File: src/rtl/alu_operand_sel_buf.sv
// ALU source-A operand mux feeding a 2-entry registered skid buffer (head + skid)
// with a valid/ready handshake and a sticky out-of-range select flag.
module alu_operand_sel_buf #(
  parameter int WIDTH   = 32,
  parameter int NUM_SRC = 4,
  parameter int SEL_W   = 2
) (
  input  logic                     clk,
  input  logic                     reset,
  input  logic [NUM_SRC*WIDTH-1:0] src_flat,
  input  logic [SEL_W-1:0]         sel,
  input  logic                     in_valid,
  output logic                     in_ready,
  output logic [WIDTH-1:0]         out_data,
  output logic                     out_valid,
  input  logic                     out_ready,
  output logic [1:0]               occ,
  output logic                     sel_err,
  input  logic                     err_clr
);

  // Out-of-range selects yield an all-zero operand rather than X or aliasing.
  function automatic logic [WIDTH-1:0] sel_operand(
    input logic [NUM_SRC*WIDTH-1:0] flat,
    input logic [SEL_W-1:0]         s
  );
    logic [WIDTH-1:0] v;
    v = '0;
    for (int i = 0; i < NUM_SRC; i++) begin
      if (32'(s) == 32'(i)) v = flat[i*WIDTH +: WIDTH];
    end
    return v;
  endfunction

  logic [WIDTH-1:0] r_head;
  logic             r_head_vld;
  logic [WIDTH-1:0] r_skid;
  logic             r_skid_vld;
  logic             r_sel_err;

  logic [WIDTH-1:0] w_sel_val;
  logic             w_sel_oob;
  logic             w_acc;
  logic             w_pop;

  assign w_sel_val = sel_operand(src_flat, sel);
  assign w_sel_oob = (32'(sel) >= 32'(NUM_SRC));
  assign w_acc     = in_valid & ~r_skid_vld;
  assign w_pop     = r_head_vld & out_ready;

  // Capture stage: the skid only ever fills while the head is occupied.
  always_ff @(posedge clk or posedge reset) begin
    if (reset) begin
      r_head     <= '0;
      r_head_vld <= 1'b0;
      r_skid     <= '0;
      r_skid_vld <= 1'b0;
    end else if (!r_head_vld) begin
      if (w_acc) begin
        r_head     <= w_sel_val;
        r_head_vld <= 1'b1;
      end
    end else if (!r_skid_vld) begin
      if (w_acc && w_pop) begin
        r_head <= w_sel_val;
      end else if (w_acc) begin
        r_skid     <= w_sel_val;
        r_skid_vld <= 1'b1;
      end else if (w_pop) begin
        r_head_vld <= 1'b0;
      end
    end else if (w_pop) begin
      r_head     <= r_skid;
      r_skid_vld <= 1'b0;
    end
  end

  // Set has priority over clear on the same edge.
  always_ff @(posedge clk or posedge reset) begin
    if (reset) begin
      r_sel_err <= 1'b0;
    end else if (w_acc && w_sel_oob) begin
      r_sel_err <= 1'b1;
    end else if (err_clr) begin
      r_sel_err <= 1'b0;
    end
  end

  assign in_ready  = ~r_skid_vld;
  assign out_data  = r_head;
  assign out_valid = r_head_vld;
  assign occ       = {r_head_vld & r_skid_vld, r_head_vld ^ r_skid_vld};
  assign sel_err   = r_sel_err;

endmodule

File: config.mk
export PLATFORM = sky130hd
export DESIGN_NAME = alu_operand_sel_buf
export DESIGN_NICKNAME = d
export VERILOG_FILES = /design/src/rtl/alu_operand_sel_buf.sv
export SDC_FILE = /design/constraint.sdc
export NUM_CORES = 1
export LEC_CHECK = 0
export CAP_MARGIN = 20
export CORE_MARGIN = 2
export CORE_UTILIZATION = 38
export DETAILED_ROUTE_END_ITERATION = 12
export HOLD_SLACK_MARGIN = 0.1
export PLACE_DENSITY = 0.77
export SLEW_MARGIN = 20
export SYNTH_ARGS = -nofsm -noshare
export SYNTH_HDL_FRONTEND = slang
export SYNTH_SLANG_ARGS = --single-unit
File: constraint.sdc
create_clock -name clk -period 1.9 [get_ports clk]
set_clock_uncertainty 0.05 [all_clocks]
set_input_delay 0.19 -clock clk [delete_from_list [all_inputs] [get_ports clk]]
set_output_delay 0.19 -clock clk [all_outputs]
set_load 0.01 [all_outputs]
**Yosys cells after proc, flatten, opt, wreduce, memory -nomap -nowiden**

Cells that the tools add are included.

- Equal/unequal tests: 5
- Muxes and demuxes: 17
- Bitwise logic cells: 6
- Reductions and logical operators: 5

Operators with widths:

| kind | number |
|---|---|
| $mux W32 | 9 |
| $mux W1 | 8 |
| $eq A2 B2 Y1 const B | 2 |
| $reduce_and A4 Y1 | 1 |
| $and A1 B1 Y1 | 3 |
| $ne A3 B1 Y1 const B | 1 |
| $ne A3 B2 Y1 const B | 1 |
| $reduce_and A3 Y1 | 1 |
| $eq A2 B1 Y1 const B | 1 |
| $logic_not A2 Y1 | 1 |
| $not A1 Y1 | 2 |
| $reduce_bool A2 Y1 | 1 |
| $logic_and A1 B1 Y1 | 1 |
| $xor A1 B1 Y1 | 1 |

- Register bits after elaboration: 66
- Input port bits: 135
- Logic and storage cells: 37

**Logic depth before layout (Yosys ltp)**

Gate-level depths: netlist of run 1.

- Word-level depth: 8
- Mapped depth: 6

**Worst setup path after synthesis of run 1**

OpenSTA, ideal clock, no wires.

- Kind: register to register
- Start point: register r_head_vld (netlist: out_valid)
- End point: register r_head[30] (netlist: out_data[30])
- Arrival time: 1871 ps
- Path slack: -146 ps
- Stages on the path, launching flop included: 6
- Cell sequence: dfrtp_1 ha_1 nor2b_1 o32ai_2 buf_4 mux2_2

- Longest elaborated chain between the ends: 4
- Elaborated cells on any way between the ends: 7

Ends and longest elaborated chain:

| element | RTL line | text |
|---|---|---|
| start: declaration | 36 | `logic r_head_vld;` |
| start signal: assignment | 55 | `r_head_vld <= 1'b0;` |
| start signal: assignment | 61 | `r_head_vld <= 1'b1;` |
| start signal: assignment | 70 | `r_head_vld <= 1'b0;` |
| $and A1 B1 Y1 | 49 | `assign w_pop = r_head_vld & out_ready;` |
| $logic_and A1 B1 Y1 | 64 | `if (w_acc && w_pop) begin` |
| $ne A3 B1 Y1 (no line) | n/a |  |
| $reduce_and A3 Y1 (no line) | n/a |  |
| end signal: assignment | 60 | `r_head <= w_sel_val;` |
| end signal: assignment | 65 | `r_head <= w_sel_val;` |
| end signal: assignment | 73 | `r_head <= r_skid;` |
| end: declaration | 35 | `logic [WIDTH-1:0] r_head;` |

Parallel ways exist; a longest one is shown, timed or not.
A chain may end at the register's enable or synchronous reset.

**Final worst setup path of run 1**

- Start point: register r_head_vld (netlist: out_valid)
- End point: register r_head[31] (netlist: out_data[31])

The elaborated chain is that of the path after synthesis.

==> run metrics, run 1 <==
status finished, final reports clean; total power 8670 uW; CP Launch Type register; Max Fclk 0.536 GHz; Final min period 1.86 ns; DRC Markers 0; synthesized instance count 228; xor and xnor area share after synthesis 0; antenna viol nets, final 0; Post-Synth Adder-Cell Area 0.00656; WL/cell 17.4 um; drt first pass iters 4; fillers 762; antenna diode instance count 0; Detailed Place HPWL 6990 um; Syn Nets 365; pwr/cell area 1430 nW/um^2; FP Rows 36; Critical Path, Cell by Cell ha_4, nor2b_1, o32ai_4, buf_6, buf_12, mux2_2; initial antenna violation count 0; Vias/cell approximately 5; Post-layout nets 544; Die Y around 100 um; Worst Path Required ~2.1 ns; Chip Width 104 um; simple-gate share of the synthesized area 0.00721; post-synthesis sequential area ratio 0.433; Clock Pin Slew Worst Setup and Hold Paths around 0.070 ns; largest net degree at the start of global routing 67; design area 6070 um^2; VDD IR-drop max 0.000794 V; hold_buf cts 0; Avg Cell Area, Syn 16.7 um^2; leakage 0.00246 uW; area grow syn2layout 59.0%; gpl congestion 0.709; layout cells sized above 1 0.410; TritonCTS clock tree yes; CTS sink cnt 66; mux cell area share after synthesis 0.502; Multi-input gate area 2070 um^2; Clock Tree Buf Depth 2; Hold Path Class input pin to async pin; H-tree Lvls 3; complex-gate fraction of the synthesized area 0.0105; period utilization 0.981; I/O pin total 172; critical path class register to register; largest family of logic cells by synthesized area multiplexers; Port Buffers 169; wirelength, routed 9470 um; root cell of the clock tree clkbuf_8; Cell Area, Synth 3820 um^2; TritonCTS Buffers 9; max-cap violation count 0; GRT Total Usage 0.181; clk_lat worst skew ~0.34 ns; Reg area 1650 um^2; vias approximately 2700; crit end category register; vias in the first global route 3007; synth warn 0; Hold Fails Final Rpt 0; Placed Instance Area 5740 um^2; first-pass GRT wire length 15500 um; core area 9770 um^2; Netlist cell types 21; initial core utilization 0.390; DRT iter0 DRCs 69; Slowest cell on crit path dfrtp_2; CP arrival 2.04 ns; gr ovfl total 0; crit path max fanout 13; count of final setup violators 0; die area between 10000 and 15000 um^2; slowest stage delay, CP 0.45 ns; Pins Over Slew Limit 0; Synth Register Bits 66
## layout make-up
class                   count  share of cell area
repair buffers            185               0.315
clock buffers              11              0.0249
well taps                 133              0.0274
inverters                   4             0.00309
flip-flops and latches     66               0.272
multi-input cells         141               0.340
clock inverters             5              0.0165
## through the flow
stage | setup slack, ns | std cells | hold WS (ns) | utilization | setup TNS [ns]
global placement | 0.000916 | 526 | 0.434 | 0.588 | 0
finish | 0.0358 | 545 | 0.231 | 0.621 | 0
CTS | -0.0131 | 542 | 0.246 | 0.613 | -0.130
detailed placement | -0.0304 | 526 | 0.442 | 0.588 | -0.247
global route | -0.0227 | 545 | 0.264 | 0.621 | -0.0528
floorplan | 0.00191 | 228 | 0.230 | - | 0
## report_power, final
part | switching (uW) | leakage (uW) | internal [uW]
Clock | 534 | 0.000129 | 939
Sequential | 407 | 0.000781 | 2150
Combinational | 1580 | 0.00155 | 3060
Total | 2520 | 0.00246 | 6150
## registers in the layout, indices dropped and copies added (netlist names)
name,cells
r_skid,32
out_data,32
r_skid_vld,1
out_valid,1
## worst paths after layout
path	depth (start not counted)	start	endpoint	slack (ns)
hold / removal	3	reset	out_data[21]$_DFFE_PP0P_	0.23
min in group clk	1	r_skid[14]$_DFFE_PP0P_	r_skid[14]$_DFFE_PP0P_	0.46
hold reg to reg	1	r_skid[14]$_DFFE_PP0P_	r_skid[14]$_DFFE_PP0P_	0.46
max in group asynchronous	3	reset	r_skid[0]$_DFFE_PP0P_	1.27
setup reg to reg	6	out_valid$_DFF_PP0_	out_data[31]$_DFFE_PP0P_	0.04
setup / recovery	6	out_valid$_DFF_PP0_	out_data[31]$_DFFE_PP0P_	0.04
## per-layer routing
layer,track usage,vias up,wire [um]
li1,-,1232,-
met1,0.215,1380,3960
met2,0.320,103,4870
met3,0.0489,8,534
met4,0.0521,0,109
met5,0,-,0
## critical path, delay by kind of cell (launching register included)
kind            cells  cell delay [ns]
fa+ha+maj           1             0.19
mux                 1             0.34
buf+inv             2             0.32
compound gates      1             0.25
simple gates        1             0.16
flops               1             0.45
## synthesized netlist by cell type
cell type | instances | share of area
dfrtp_1 | 66 | 0.43
mux2_2 | 66 | 0.19
mux4_2 | 32 | 0.19
mux2_4 | 30 | 0.12
buf_4 | 4 | 0.0079
inv_1 | 4 | 0.0039
buf_1 | 3 | 0.0030
buf_12 | 3 | 0.016
buf_2 | 3 | 0.0039
clkbuf_1 | 3 | 0.0030
a21oi_1 | 2 | 0.0026
ha_1 | 2 | 0.0066
nor2b_1 | 2 | 0.0033
a2bb2oi_1 | 1 | 0.0023
buf_6 | 1 | 0.0030
conb_1 | 1 | 0.00098
nand2_1 | 1 | 0.00098
nand2b_1 | 1 | 0.0016
nor3_1 | 1 | 0.0013
o21ai_0 | 1 | 0.0013
o32ai_2 | 1 | 0.0043
## repair_timing
| action | 4_1_cts | 5_1_grt |
|---|---|---|
| cloned | 0 | 1 |
| setup buffers | 0 | 2 |
| pin swaps | 0 | 1 |
| gates resized for setup | 1 | 6 |
| setup endpoints to repair | 19 | 45 |
## cells by family after synthesis
family | Yosys count
buffers and inverters | 21
and+or+nand+nor | 5
other | 1
adders and majority gates | 2
muxes | 128
AOI/OAI and AO/OA | 5
DFF | 66
## cells in the final DEF (no fill, tap or decap), types with 3 or more instances in the layout
cell type / count
buf_12: 7
clkdlybuf4s50_1: 166
buf_4: 6
bufinv_16: 3
clkbuf_8: 11
dfrtp_1: 65
inv_1: 3
mux2_2: 66
mux4_2: 32
mux2_4: 30
Power figures use the tool's default switching activity.
==> inputs of run 2 (changes only) <==
--- a/config.mk
+++ b/config.mk
@@ -8,8 +8,8 @@
 export CAP_MARGIN = 20
 export CORE_MARGIN = 2
 export CORE_UTILIZATION = 38
+export CTS_CLUSTER_SIZE = 14
 export DETAILED_ROUTE_END_ITERATION = 12
-export HOLD_SLACK_MARGIN = 0.1
 export PLACE_DENSITY = 0.77
 export SLEW_MARGIN = 20
 export SYNTH_ARGS = -nofsm -noshare
==> results of run 2 <==
The final DEF is identical to that of run 1; final timing and power are the same.
